===== src/rtl/serial_addsub.sv =====
// serial_addsub: digit-serial two's-complement adder/subtractor.
// Processes DIGIT_W bits per clock, LSB digit first, in frames of FRAME_LEN digits.
//
// Ports:
//   clk       rising-edge clock
//   rst_b     asynchronous active-low reset
//   start     first digit of a frame (qualified by in_valid)
//   mode      sampled with start: 0 = x+y, 1 = x-y
//   in_valid  x/y digit valid this cycle
//   x, y      operand digits
//   s_valid   result digit valid (one cycle after the accepted digit)
//   s         result digit (holds when no digit is accepted)
//   done      pulse with the last result digit of a frame
//   carry_out carry out of the word MSB (sub: 1 = no borrow)
//   ovf       signed overflow of the completed frame
//   busy      frame in progress
module serial_addsub #(
  parameter int DIGIT_W   = 1,
  parameter int FRAME_LEN = 8
) (
  input  logic               clk,
  input  logic               rst_b,
  input  logic               start,
  input  logic               mode,
  input  logic               in_valid,
  input  logic [DIGIT_W-1:0] x,
  input  logic [DIGIT_W-1:0] y,
  output logic               s_valid,
  output logic [DIGIT_W-1:0] s,
  output logic               done,
  output logic               carry_out,
  output logic               ovf,
  output logic               busy
);

  localparam int CW = $clog2(FRAME_LEN);
  localparam logic [CW-1:0] LAST = CW'(FRAME_LEN - 1);

  typedef enum logic {
    IDLE = 1'b0,
    RUN  = 1'b1
  } state_t;

  state_t state_q;
  state_t state_d;

  logic          carry_q;
  logic          mode_q;
  logic [CW-1:0] cnt_q;

  logic               s_valid_q;
  logic [DIGIT_W-1:0] s_q;
  logic               done_q;
  logic               cout_q;
  logic               ovf_q;

  logic               sof;
  logic               accept;
  logic               frm_mode;
  logic               cin;
  logic [CW-1:0]      cnt_cur;
  logic [DIGIT_W-1:0] yy;
  logic [DIGIT_W:0]   sum_w;
  logic [DIGIT_W-1:0] sum;
  logic               c_out;
  logic               c_msb;
  logic               is_last;

  // A start digit always opens a new frame, even mid-frame (abort).
  assign sof    = start & in_valid;
  assign accept = sof | (in_valid & (state_q == RUN));

  assign frm_mode = sof ? mode : mode_q;
  assign cin      = sof ? mode : carry_q;
  assign cnt_cur  = sof ? '0 : cnt_q;

  assign yy    = frm_mode ? ~y : y;
  assign sum_w = {1'b0, x} + {1'b0, yy}
               + {{DIGIT_W{1'b0}}, cin};
  assign sum   = sum_w[DIGIT_W-1:0];
  assign c_out = sum_w[DIGIT_W];

  // Carry into the digit MSB recovered from the MSB sum bit;
  // reduces to cin when DIGIT_W == 1.
  assign c_msb = sum[DIGIT_W-1]
               ^ x[DIGIT_W-1]
               ^ yy[DIGIT_W-1];

  assign is_last = accept & (cnt_cur == LAST);

  always_ff @(posedge clk or negedge rst_b) begin
    if (!rst_b) begin
      state_q <= IDLE;
    end else begin
      state_q <= state_d;
    end
  end

  always_comb begin
    state_d = state_q;
    unique case (state_q)
      IDLE: if (sof)     state_d = RUN;
      RUN:  if (is_last) state_d = IDLE;
      default:           state_d = IDLE;
    endcase
  end

  always_comb begin
    busy      = (state_q == RUN);
    s_valid   = s_valid_q;
    s         = s_q;
    done      = done_q;
    carry_out = cout_q;
    ovf       = ovf_q;
  end

  always_ff @(posedge clk or negedge rst_b) begin
    if (!rst_b) begin
      carry_q   <= 1'b0;
      mode_q    <= 1'b0;
      cnt_q     <= '0;
      s_valid_q <= 1'b0;
      s_q       <= '0;
      done_q    <= 1'b0;
      cout_q    <= 1'b0;
      ovf_q     <= 1'b0;
    end else begin
      s_valid_q <= accept;
      done_q    <= is_last;
      if (sof) begin
        mode_q <= mode;
      end
      if (accept) begin
        s_q     <= sum;
        carry_q <= c_out;
        cnt_q   <= is_last ? '0 : cnt_cur + CW'(1);
      end
      if (is_last) begin
        cout_q <= c_out;
        ovf_q  <= c_msb ^ c_out;
      end
    end
  end

endmodule


===== config.mk =====
export PLATFORM = sky130hd
export DESIGN_NAME = serial_addsub
export DESIGN_NICKNAME = d
export VERILOG_FILES = /design/src/rtl/serial_addsub.sv
export SDC_FILE = /design/constraint.sdc
export NUM_CORES = 1
export LEC_CHECK = 0
export CORE_AREA = 2 2 39 41
export CTS_CLUSTER_SIZE = 24
export DETAILED_ROUTE_END_ITERATION = 10
export DIE_AREA = 0 0 41 43
export HOLD_SLACK_MARGIN = 0.08
export PLACE_DENSITY = 0.7
export SYNTH_ARGS = -nofsm -noshare
export SYNTH_HDL_FRONTEND = slang
export SYNTH_SLANG_ARGS = --single-unit
export TNS_END_PERCENT = 20

===== constraint.sdc =====
create_clock -name clk -period 1.8 [get_ports clk]
set_input_delay 0.27 -clock clk [delete_from_list [all_inputs] [get_ports clk]]
set_output_delay 0.27 -clock clk [all_outputs]
set_load 0.01 [all_outputs]

==> results by group <==
Run status
  – Outcome: complete, no violations

Logic synthesis
  – YS warnings: 0
  – Post-synth top cells: dfrtp_1 (11), nand2_1 (5)
  – Top cells by area, synth: dfrtp_1 (52%), ha_1 (7.1%), mux2_1 (6.4%), fa_1 (3.8%), and2_1 (3.5%)
  – Mapped Nets: 56
  – Post-synth top area cell: dfrtp_1
  – Mapped Area: 529 µm²
  – Gate count after technology mapping: 45
  – Post-Synth XOR/XNOR Area: 4.96%
  – Compound-cell area share of the yosys netlist: 13.7%
  – Asr flop ratio synth: 100%
  – Syn_area_per_cell: roughly 12 µm²
  – Area fraction of the dominant cell type after synthesis: between 50% and 60%
  – Register area share after synthesis: 52.0%
  – Distinct cells, synth: 18
  – Post-synthesis register bit count: 11
  – Post-synth EDFFs: 0
  – Synth Area in Adders: ~11%
  – Post-synthesis mux area share: around 6.4%
  – Post-Synth Simple-Gate Area: 10.6%
  – Synth Flop Type: dfrtp_1
  – Largest family of logic cells by synthesized area: compound AO/OA/AOI/OAI gates
  – Top-count cell post-synth: dfrtp_1

Global route
  – Initial antenna violation count: 0
  – Largest net degree at the start of global routing: 12
  – Grt ovf: 0
  – Vias in the first global route: just under 400
  – First-pass GRT wire length: 1610 µm
  – GRT Total Usage: 14.5%

Timing
  – Final hold violations: 0
  – Fin Hold WS: between 0.3 and 0.4 ns
  – Final WS setup: 0.0395 ns
  – Post-route clock period utilization: 97.8%
  – Minimum clock period: about 1.8 ns
  – Final Max Slew Viols: 0
  – Slew headroom: 65.6%
  – Fmax: 568 MHz
  – Slew at the pin closest to its max-slew limit: 0.515 ns
  – Final setup vio count: 0
  – Clock skew: 0.00213 ns

Die
  – Die W: slightly above 40 µm
  – Height of the die: 43 µm
  – I/O pins: 13
  – Area of the core: 1380 µm²
  – Row Count: 14
  – Initial Utilization: 38.2%
  – Total Die Area: 1760 µm²

Critical path
  – Worst setup EP type: flip-flop
  – Critical Path Source: start
  – CP Launch Type: input port
  – Worst-path fanout max: 4
  – CP Data Arrival Time: roughly 1.9 ns
  – Setup CP Type: in2reg
  – Worst path required time: 1.95 ns
  – Reg-to-reg startpoint: mode_q

Clocking
  – CTS tree: done
  – CTS buffer count: 3
  – Max clock buf depth: 2
  – Root Buffer: clkbuf_4
  – CTS H-tree lvls: 1
  – Clock sinks: 11
  – Cts hold-fix bufs: 0
  – Worst skew pair latency: 0.27 ns
  – Clk pin slew, worst setup/hold paths: 0.08 ns

Final layout
  – Finished Cell Area: 787 µm²
  – Area Overhead vs Synth: 48.7%
  – Diode count: 0
  – Final Net Count: 83
  – Layout cells sized above 1: 26.8%

Route
  – Via count: 399
  – DRT Pass-1 Iters: 1
  – Highest Signal Layer: met4
  – Mean number of vias per cell: roughly 4.6
  – Antenna Nets Post-Route: 0
  – Post-route DRC violation count: 0
  – Met1 Routed Length: 429 µm
  – Met2 routed WL: around 510 µm
  – DRT iter0 DRCs: 0
  – DR WL met3: 26 µm
  – WL per Instance: 11.3 µm
  – Final wirelength: 983 µm

Power and ir drop
  – Pwr/cell area: ~1100 nW/µm²
  – Max IR drop VDD: 495 µV
  – LEAKAGE: around 0.39 nW

Min path
  – Min-delay worst type: in2async

Flow run
  – Max Cap Viol: 0

Placement
  – DP Area: 729 µm²
  – Post-DP HPWL: a little under 800 µm
  – Routability cong.: 0.627
  – Setup WS pre-CTS: -0.445 ns
  – IO buf count: 12
-- critical path, cell delays in order --
cell and delay (ns):
dlygate4sd2_1 0.27, and3_4 0.19, a21o_1 0.19, xor2_2 0.19
fa_2 0.38, buf_4 0.14, mux2_1 0.28
-- logic make-up (layout without fill, tap and decap cells) --
| group | after synthesis | in the layout |
|---|---|---|
| AOI/OAI and AO/OA | 11 | 11 |
| DFF | 11 | 11 |
| and+or+nand+nor | 11 | 11 |
| adders and majority gates | 4 | 4 |
| xor gates and xnor gates | 3 | 3 |
| muxes | 3 | 3 |
| buffers and inverters | 2 | 28 |
-- metrics by stage --
| stage | TNS [ns] | total power [mW] | util [%] | std cells |
|---|---|---|---|---|
| CTS | 0 | 0.862 | 54.7 | 85 |
| global route | -0.00432 | 0.928 | 56.9 | 87 |
| finish | 0 | 0.856 | 56.9 | 87 |
| global placement | -2.38 | 0.669 | 52.7 | 81 |
| detailed placement | -2.59 | 0.686 | 52.7 | 81 |
| floorplan | 0 | 0.524 | - | 45 |
-- final timing paths --
check / cells past startpoint / to / slack (ns)
max: 7 / carry_q / 0.04
min: 1 / done / 0.34
max reg2reg: 5 / carry_q / 0.15
min reg2reg: 1 / cnt_q[0] / 0.48
max in group asynchronous: 1 / cnt_q[2] / 1.12
min in group clk: 3 / mode_q / 0.45
-- registers in the layout, indices dropped and copies added, names as in the netlist --
name and count:
cnt_q 3, carry_q 1, mode_q 1, s 1, busy 1, carry_out 1, done 1, s_valid 1
ovf 1
-- repair_timing --
action	in CTS	in global routing
pin swaps	0	5
gates cloned	0	0
buffers inserted	0	2
endpoints found under the setup margin	6	1
gates resized for setup	3	4
-- placed cells by master, fill, tap and decap left out, types with 2 or more instances in the layout --
cell type / instances
nand2b_1: 2
dlygate4sd2_1: 2
mux2_1: 3
inv_1: 2
and2_1: 3
nand2_1: 5
ha_1: 3
clkdlybuf4s50_1: 9
a21o_1: 2
o21ai_0: 2
o21ai_1: 3
clkbuf_4: 3
buf_4: 10
dfrtp_1: 11
-- per-layer routing --
metal  global-route usage, %  vias to the layer above
li1                        -                      203
met1                    17.1                      189
met2                    20.3                        5
met3                    3.14                        2
met4                    14.0                        0
met5                       0                        -
-- where the power goes --
part,internal [mW],total [mW],switching (mW)
Sequential,0.323,0.361,0.0383
Clock,0.0822,0.173,0.0906
Combinational,0.190,0.322,0.133
-- cell type report --
cell class / instances / area [µm²]
fill: 122 / 597
inverter: 2 / 7.51
timing repair buffer: 22 / 195
clock buffer: 3 / 22.5
multi-input combinational: 32 / 262
clock inverter: 1 / 5.00
sequential: 11 / 275
tap: 16 / 20.0
(Power assumes the default switching activity.)
